$ cat config.mk
export PLATFORM = sky130hd
export DESIGN_NAME = regfile_scoreboard
export DESIGN_NICKNAME = d
export VERILOG_FILES = /design/src/rtl/regfile_pkg.sv /design/src/rtl/busy_scoreboard.sv /design/src/rtl/regfile_scoreboard.sv
export SDC_FILE = /design/constraint.sdc
export NUM_CORES = 2
export LEC_CHECK = 0
export CORE_AREA = 4 4 317 319
export DETAILED_ROUTE_END_ITERATION = 10
export DIE_AREA = 0 0 321 323
export PLACE_DENSITY = 0.88
export SLEW_MARGIN = 20
export SYNTH_ARGS = -nofsm -noshare
export SYNTH_HDL_FRONTEND = slang
export SYNTH_SLANG_ARGS = --single-unit
$ cat constraint.sdc
create_clock -name clk -period 5.45 [get_ports clk]
set_clock_uncertainty 0.1 [all_clocks]
set_input_delay 1.09 -clock clk [delete_from_list [all_inputs] [get_ports clk]]
set_output_delay 1.09 -clock clk [all_outputs]
set_load 0.01 [all_outputs]
$ cat src/rtl/regfile_pkg.sv
// Shared types and helpers for the register file / scoreboard slice.
// The typedefs describe the default 32 x 32 configuration.
package regfile_pkg;

    function automatic int addr_width(input int depth);
        return $clog2(depth);
    endfunction

    localparam int DEF_WIDTH = 32;
    localparam int DEF_DEPTH = 32;
    localparam int DEF_AW    = addr_width(DEF_DEPTH);

    typedef logic [DEF_WIDTH-1:0] reg_data_t;
    typedef logic [DEF_AW-1:0]    reg_addr_t;

endpackage

$ cat src/rtl/busy_scoreboard.sv
// Per-register busy flags tracking in-flight writes, plus a registered count
// of busy registers and the issue/read hazard lookups derived from them.
module busy_scoreboard
    import regfile_pkg::*;
#(
    parameter int  DEPTH    = 32,
    parameter bit  ZERO_REG = 1'b1,
    parameter bit  BYPASS   = 1'b1,
    localparam int AW       = addr_width(DEPTH)
) (
    input  logic          clk,
    input  logic          reset,
    input  logic          wb_en,
    input  logic [AW-1:0] wb_addr,
    input  logic          issue_en,
    input  logic [AW-1:0] issue_dst,
    input  logic [AW-1:0] rd_addr_a,
    input  logic [AW-1:0] rd_addr_b,
    output logic          busy_a,
    output logic          busy_b,
    output logic          issue_ready,
    output logic [AW:0]   busy_count
);

    logic [DEPTH-1:0] busy;
    logic [DEPTH-1:0] busy_next;
    logic             issue_accept;
    logic             wb_clear;
    logic             count_inc;
    logic             count_dec;

    // Out-of-range addresses and a hardwired zero register are never tracked.
    function automatic logic tracked(input logic [AW-1:0] addr);
        return (32'(addr) < DEPTH) && !(ZERO_REG && (addr == '0));
    endfunction

    function automatic logic busy_at(input logic [AW-1:0] addr);
        return tracked(addr) && busy[addr];
    endfunction

    function automatic logic wb_hit(input logic [AW-1:0] addr);
        return wb_en && (wb_addr == addr);
    endfunction

    always_comb begin
        busy_a       = busy_at(rd_addr_a) && !(BYPASS && wb_hit(rd_addr_a));
        busy_b       = busy_at(rd_addr_b) && !(BYPASS && wb_hit(rd_addr_b));
        issue_ready  = !busy_at(issue_dst) || wb_hit(issue_dst);
        issue_accept = issue_en && issue_ready && tracked(issue_dst);
        wb_clear     = wb_en && tracked(wb_addr);
        count_inc    = issue_accept && !busy_at(issue_dst);
        count_dec    = wb_clear && busy_at(wb_addr)
                       && !(issue_accept && (issue_dst == wb_addr));

        // Clear first so a same-cycle claim on the same register wins.
        busy_next = busy;
        if (wb_clear) begin
            busy_next[wb_addr] = 1'b0;
        end
        if (issue_accept) begin
            busy_next[issue_dst] = 1'b1;
        end
    end

    always_ff @(posedge clk or negedge reset) begin
        if (!reset) begin
            busy       <= '0;
            busy_count <= '0;
        end else begin
            busy <= busy_next;
            case ({count_inc, count_dec})
                2'b10:   busy_count <= busy_count + {{AW{1'b0}}, 1'b1};
                2'b01:   busy_count <= busy_count - {{AW{1'b0}}, 1'b1};
                default: busy_count <= busy_count;
            endcase
        end
    end

endmodule

$ cat src/rtl/regfile_scoreboard.sv
// Register file with two combinational read ports, one write-back port,
// optional write-to-read bypass, optional zero register and busy scoreboard.
module regfile_scoreboard
    import regfile_pkg::*;
#(
    parameter int  WIDTH    = 32,
    parameter int  DEPTH    = 32,
    parameter bit  ZERO_REG = 1'b1,
    parameter bit  BYPASS   = 1'b1,
    localparam int AW       = addr_width(DEPTH)
) (
    input  logic             clk,
    input  logic             reset,
    input  logic [AW-1:0]    rd_addr_a,
    input  logic [AW-1:0]    rd_addr_b,
    output logic [WIDTH-1:0] rd_data_a,
    output logic [WIDTH-1:0] rd_data_b,
    output logic             busy_a,
    output logic             busy_b,
    input  logic             wb_en,
    input  logic [AW-1:0]    wb_addr,
    input  logic [WIDTH-1:0] wb_data,
    input  logic             issue_en,
    input  logic [AW-1:0]    issue_dst,
    output logic             issue_ready,
    output logic [AW:0]      busy_count
);

    logic [WIDTH-1:0] regs [DEPTH];
    logic             write_en;

    function automatic logic storable(input logic [AW-1:0] addr);
        return (32'(addr) < DEPTH) && !(ZERO_REG && (addr == '0));
    endfunction

    function automatic logic [WIDTH-1:0] read_port(input logic [AW-1:0] addr);
        if (!storable(addr)) begin
            return '0;
        end else if (BYPASS && wb_en && (wb_addr == addr)) begin
            return wb_data;
        end else begin
            return regs[addr];
        end
    endfunction

    always_comb begin
        write_en  = wb_en && storable(wb_addr);
        rd_data_a = read_port(rd_addr_a);
        rd_data_b = read_port(rd_addr_b);
    end

    always_ff @(posedge clk or negedge reset) begin
        if (!reset) begin
            for (int i = 0; i < DEPTH; i++) begin
                regs[i] <= '0;
            end
        end else if (write_en) begin
            regs[wb_addr] <= wb_data;
        end
    end

    busy_scoreboard #(
        .DEPTH    (DEPTH),
        .ZERO_REG (ZERO_REG),
        .BYPASS   (BYPASS)
    ) u_scoreboard (
        .clk         (clk),
        .reset       (reset),
        .wb_en       (wb_en),
        .wb_addr     (wb_addr),
        .issue_en    (issue_en),
        .issue_dst   (issue_dst),
        .rd_addr_a   (rd_addr_a),
        .rd_addr_b   (rd_addr_b),
        .busy_a      (busy_a),
        .busy_b      (busy_b),
        .issue_ready (issue_ready),
        .busy_count  (busy_count)
    );

endmodule

==> out/metrics.cfg <==
[flow_run]
maxCapViolCount = 0

[yosys]
synthArstFlopShare = 1.000
syn_inst = 4119
synth.net_count = 4181
synth_top_family_by_area = multiplexers
yosys.area_share.simple = 0.03110
yosys_warnings = 0
ys_ff_latch = 1062
muxShareOfSynthArea = 0.4067
yosys.area_share.xor_xnor = 0.003005
synth-main-ff-cell = dfrtp_1
syn_area_um2 = 58300
synth_compound_area_frac = 0.06282
synth_edf_count = 0
avgSynthCellArea_um2 = 14.15
yosysSeqAreaShare = 0.4558
ys_types = 68
synth_fa_ha_area_frac = 0.001416

[timing]
final-max-slew-violation-count = 0
slew_headroom = 0.3026
timing.final.ws_setup_ps = -90.30
rsz0062_at_grt = false
tns_ps = -143.4
hold_viol = 0
setup_viol = 2
worst_pin_slew_ps = 1042
period_minus_slack_ps = 5540
post-route-period-util = 1.017
max_freq_mhz = 180.5
whs_ps = 295.0

[global_route]
first_global_vias = 43915
grtUsageTotal = 0.3651
grt_pass1_wl_um = 281700
antenna_found_initial = 13
grt_overflow = 0
grt_max_degree = 146

[clock_tree]
cts_buffer_depth = 3
htree_num_levels = 3
cts_tree = built
clk_latency_ps = 700
cts_buffers = 107
cts_root_buf = clkbuf_16
clock-sinks = 1062
cts.reportedPaths.clkPinSlew_ps = 60

[placed_design]
placed_cell_area_um2 = 61780
dp.cells = 5353
place.gp.congestion = 0.9513
portBuffers = 128
place_hpwl_um = 118000

[drt]
vias_per_cell = 7.598
firstDrtPassIters = 8
drtIter0Drc = 5952
routed_wl_um = 190000
wl_per_cell_um = 34.17
detail-route-antenna-nets = 0
num_vias = 42236
drc_errors = 0

[die]
die_height_um = 323
die_area_um2 = 103700
die_w_um = 321
io_pins = 129
row_count = 115
fp.coreArea_um2 = 97840
start_util = 0.5959

[finish]
num-nets-final = 4241
postLayoutCellArea_um2 = 65410
synthToLayoutAreaGrowth_pct = 12.19
final_cell_mix = dfrtp_1, mux2_2, mux4_2, mux2i_1, buf_4
final_common_cell = dfrtp_1
fin_util = 0.6685
instances_no_fill = 5559
drive_gt1_frac = 0.4629

[hold_path]
hold_class = flop to flop

[outcome]
violations = negative setup slack
outcome = complete, but fails checks

[critical_path]
cp-start-kind = input port
path_class = input port to output port
rrSetupSlack_ps = 2050
cp-end-kind = output port
crit_required_ps = 4260
critPathArrivalTime_ps = 4350
path_max_fanout = 23

[power]
power.density_nw_per_um2 = 360.4
leakage_nw = 28.48
irDropWorstVdd_uv = 291.2

sequential cells by signal, summed over array words and instances (netlist names):
signal                   flops
regs                      1024
u_scoreboard.busy           32
u_scoreboard.busy_count      6
worst paths after layout:
path | start | endpoint | depth (start not counted)
worst min register to register | regs[997] | regs[997] | 0
worst max register to register | u_scoreboard.busy[27] | u_scoreboard.busy_count[5] | 12
max in group asynchronous | reset | regs[222] | 2
worst max-delay path | rd_addr_b[4] | rd_data_b[12] | 8
worst min-delay path | regs[997] | regs[997] | 0
min in group asynchronous | reset | regs[679] | 1
worst max-delay path, cell delays in order:
cell             delay, ps
buf_2                  490
buf_4                  500
or2_2                  430
nor3_4                 120
buf_4                  280
nor4_4                 640
buf_4                  220
clkdlybuf4s50_1        540
cell type report:
| class | instances | area, um2 |
|---|---|---|
| inverter | 8 | 30.03 |
| clock inverter | 37 | 397.9 |
| timing repair buffer | 413 | 3956 |
| clock buffer | 157 | 3149 |
| antenna | 8 | 20.02 |
| fill | 6243 | 32430 |
| multi-input combinational | 2587 | 29670 |
| tap | 1287 | 1610 |
| sequential | 1062 | 26580 |
timing repair:
action / CTS / global route
resized for setup: 4 / 4
hold buffers: 0 / 0
buffers inserted: 2 / 2
endpoints found under the setup margin: 5 / 2
gates cloned: 0 / 0
pin swaps: 1 / 2
power by group:
part           total [mW]  switching, mW  internal [mW]
clock network        7.54           3.25           4.29
logic                5.35           2.28           3.07
registers            10.7           1.28           9.40
per-layer routing:
metal  wire length, um  track usage  up-vias
li1                  -            -    16119
met1             63380       0.4409    21428
met2             83580       0.5394     3581
met3             26680       0.1427     1098
met4             16260       0.2631       10
met5                69            0        -
Yosys cell counts (all sizes together) (8+ instances only):
library cell / instances / area, um2
dfrtp: 1062 / 26580
mux2: 1015 / 11430
mux4: 435 / 9827
mux2i: 245 / 2452
buf: 236 / 1405
clkbuf: 226 / 848.3
nor2: 104 / 390.4
a22oi: 84 / 630.6
o22ai: 78 / 488.0
nand2: 76 / 285.3
o21ai: 65 / 325.3
a221oi: 64 / 560.5
nor3: 37 / 190.2
a21oi: 32 / 160.2
o31ai: 32 / 240.2
nand3: 31 / 155.2
nor2b: 26 / 162.7
a22o: 25 / 219.0
a221o: 19 / 190.2
a211oi: 18 / 135.1
o221ai: 18 / 157.7
o211ai: 16 / 120.1
a2111oi: 14 / 122.6
nand2b: 14 / 87.58
xnor2: 14 / 122.6
nor4: 13 / 87.58
nand3b: 12 / 90.09
or3: 10 / 62.56
and3: 8 / 50.05
metrics by stage:
stage	worst slack (ps)	power, mW
6_report	-90.30	23.58
5_1_grt	15.48	24.33
4_1_cts	30.35	23.41
3_5_place_dp	-398.0	15.87
3_3_place_gp	-354.6	15.51
2_1_floorplan	1246	14.03
logic make-up (layout without fill, tap and decap cells):
family,Yosys count,after routing
AOI/OAI and AO/OA,501,501
xor gates and xnor gates,20,20
adders and majority gates,6,6
buffers and inverters,470,615
DFF,1062,1062
muxes,1695,1695
other,0,8
and+or+nand+nor,365,365
(Power assumes the default switching activity.)
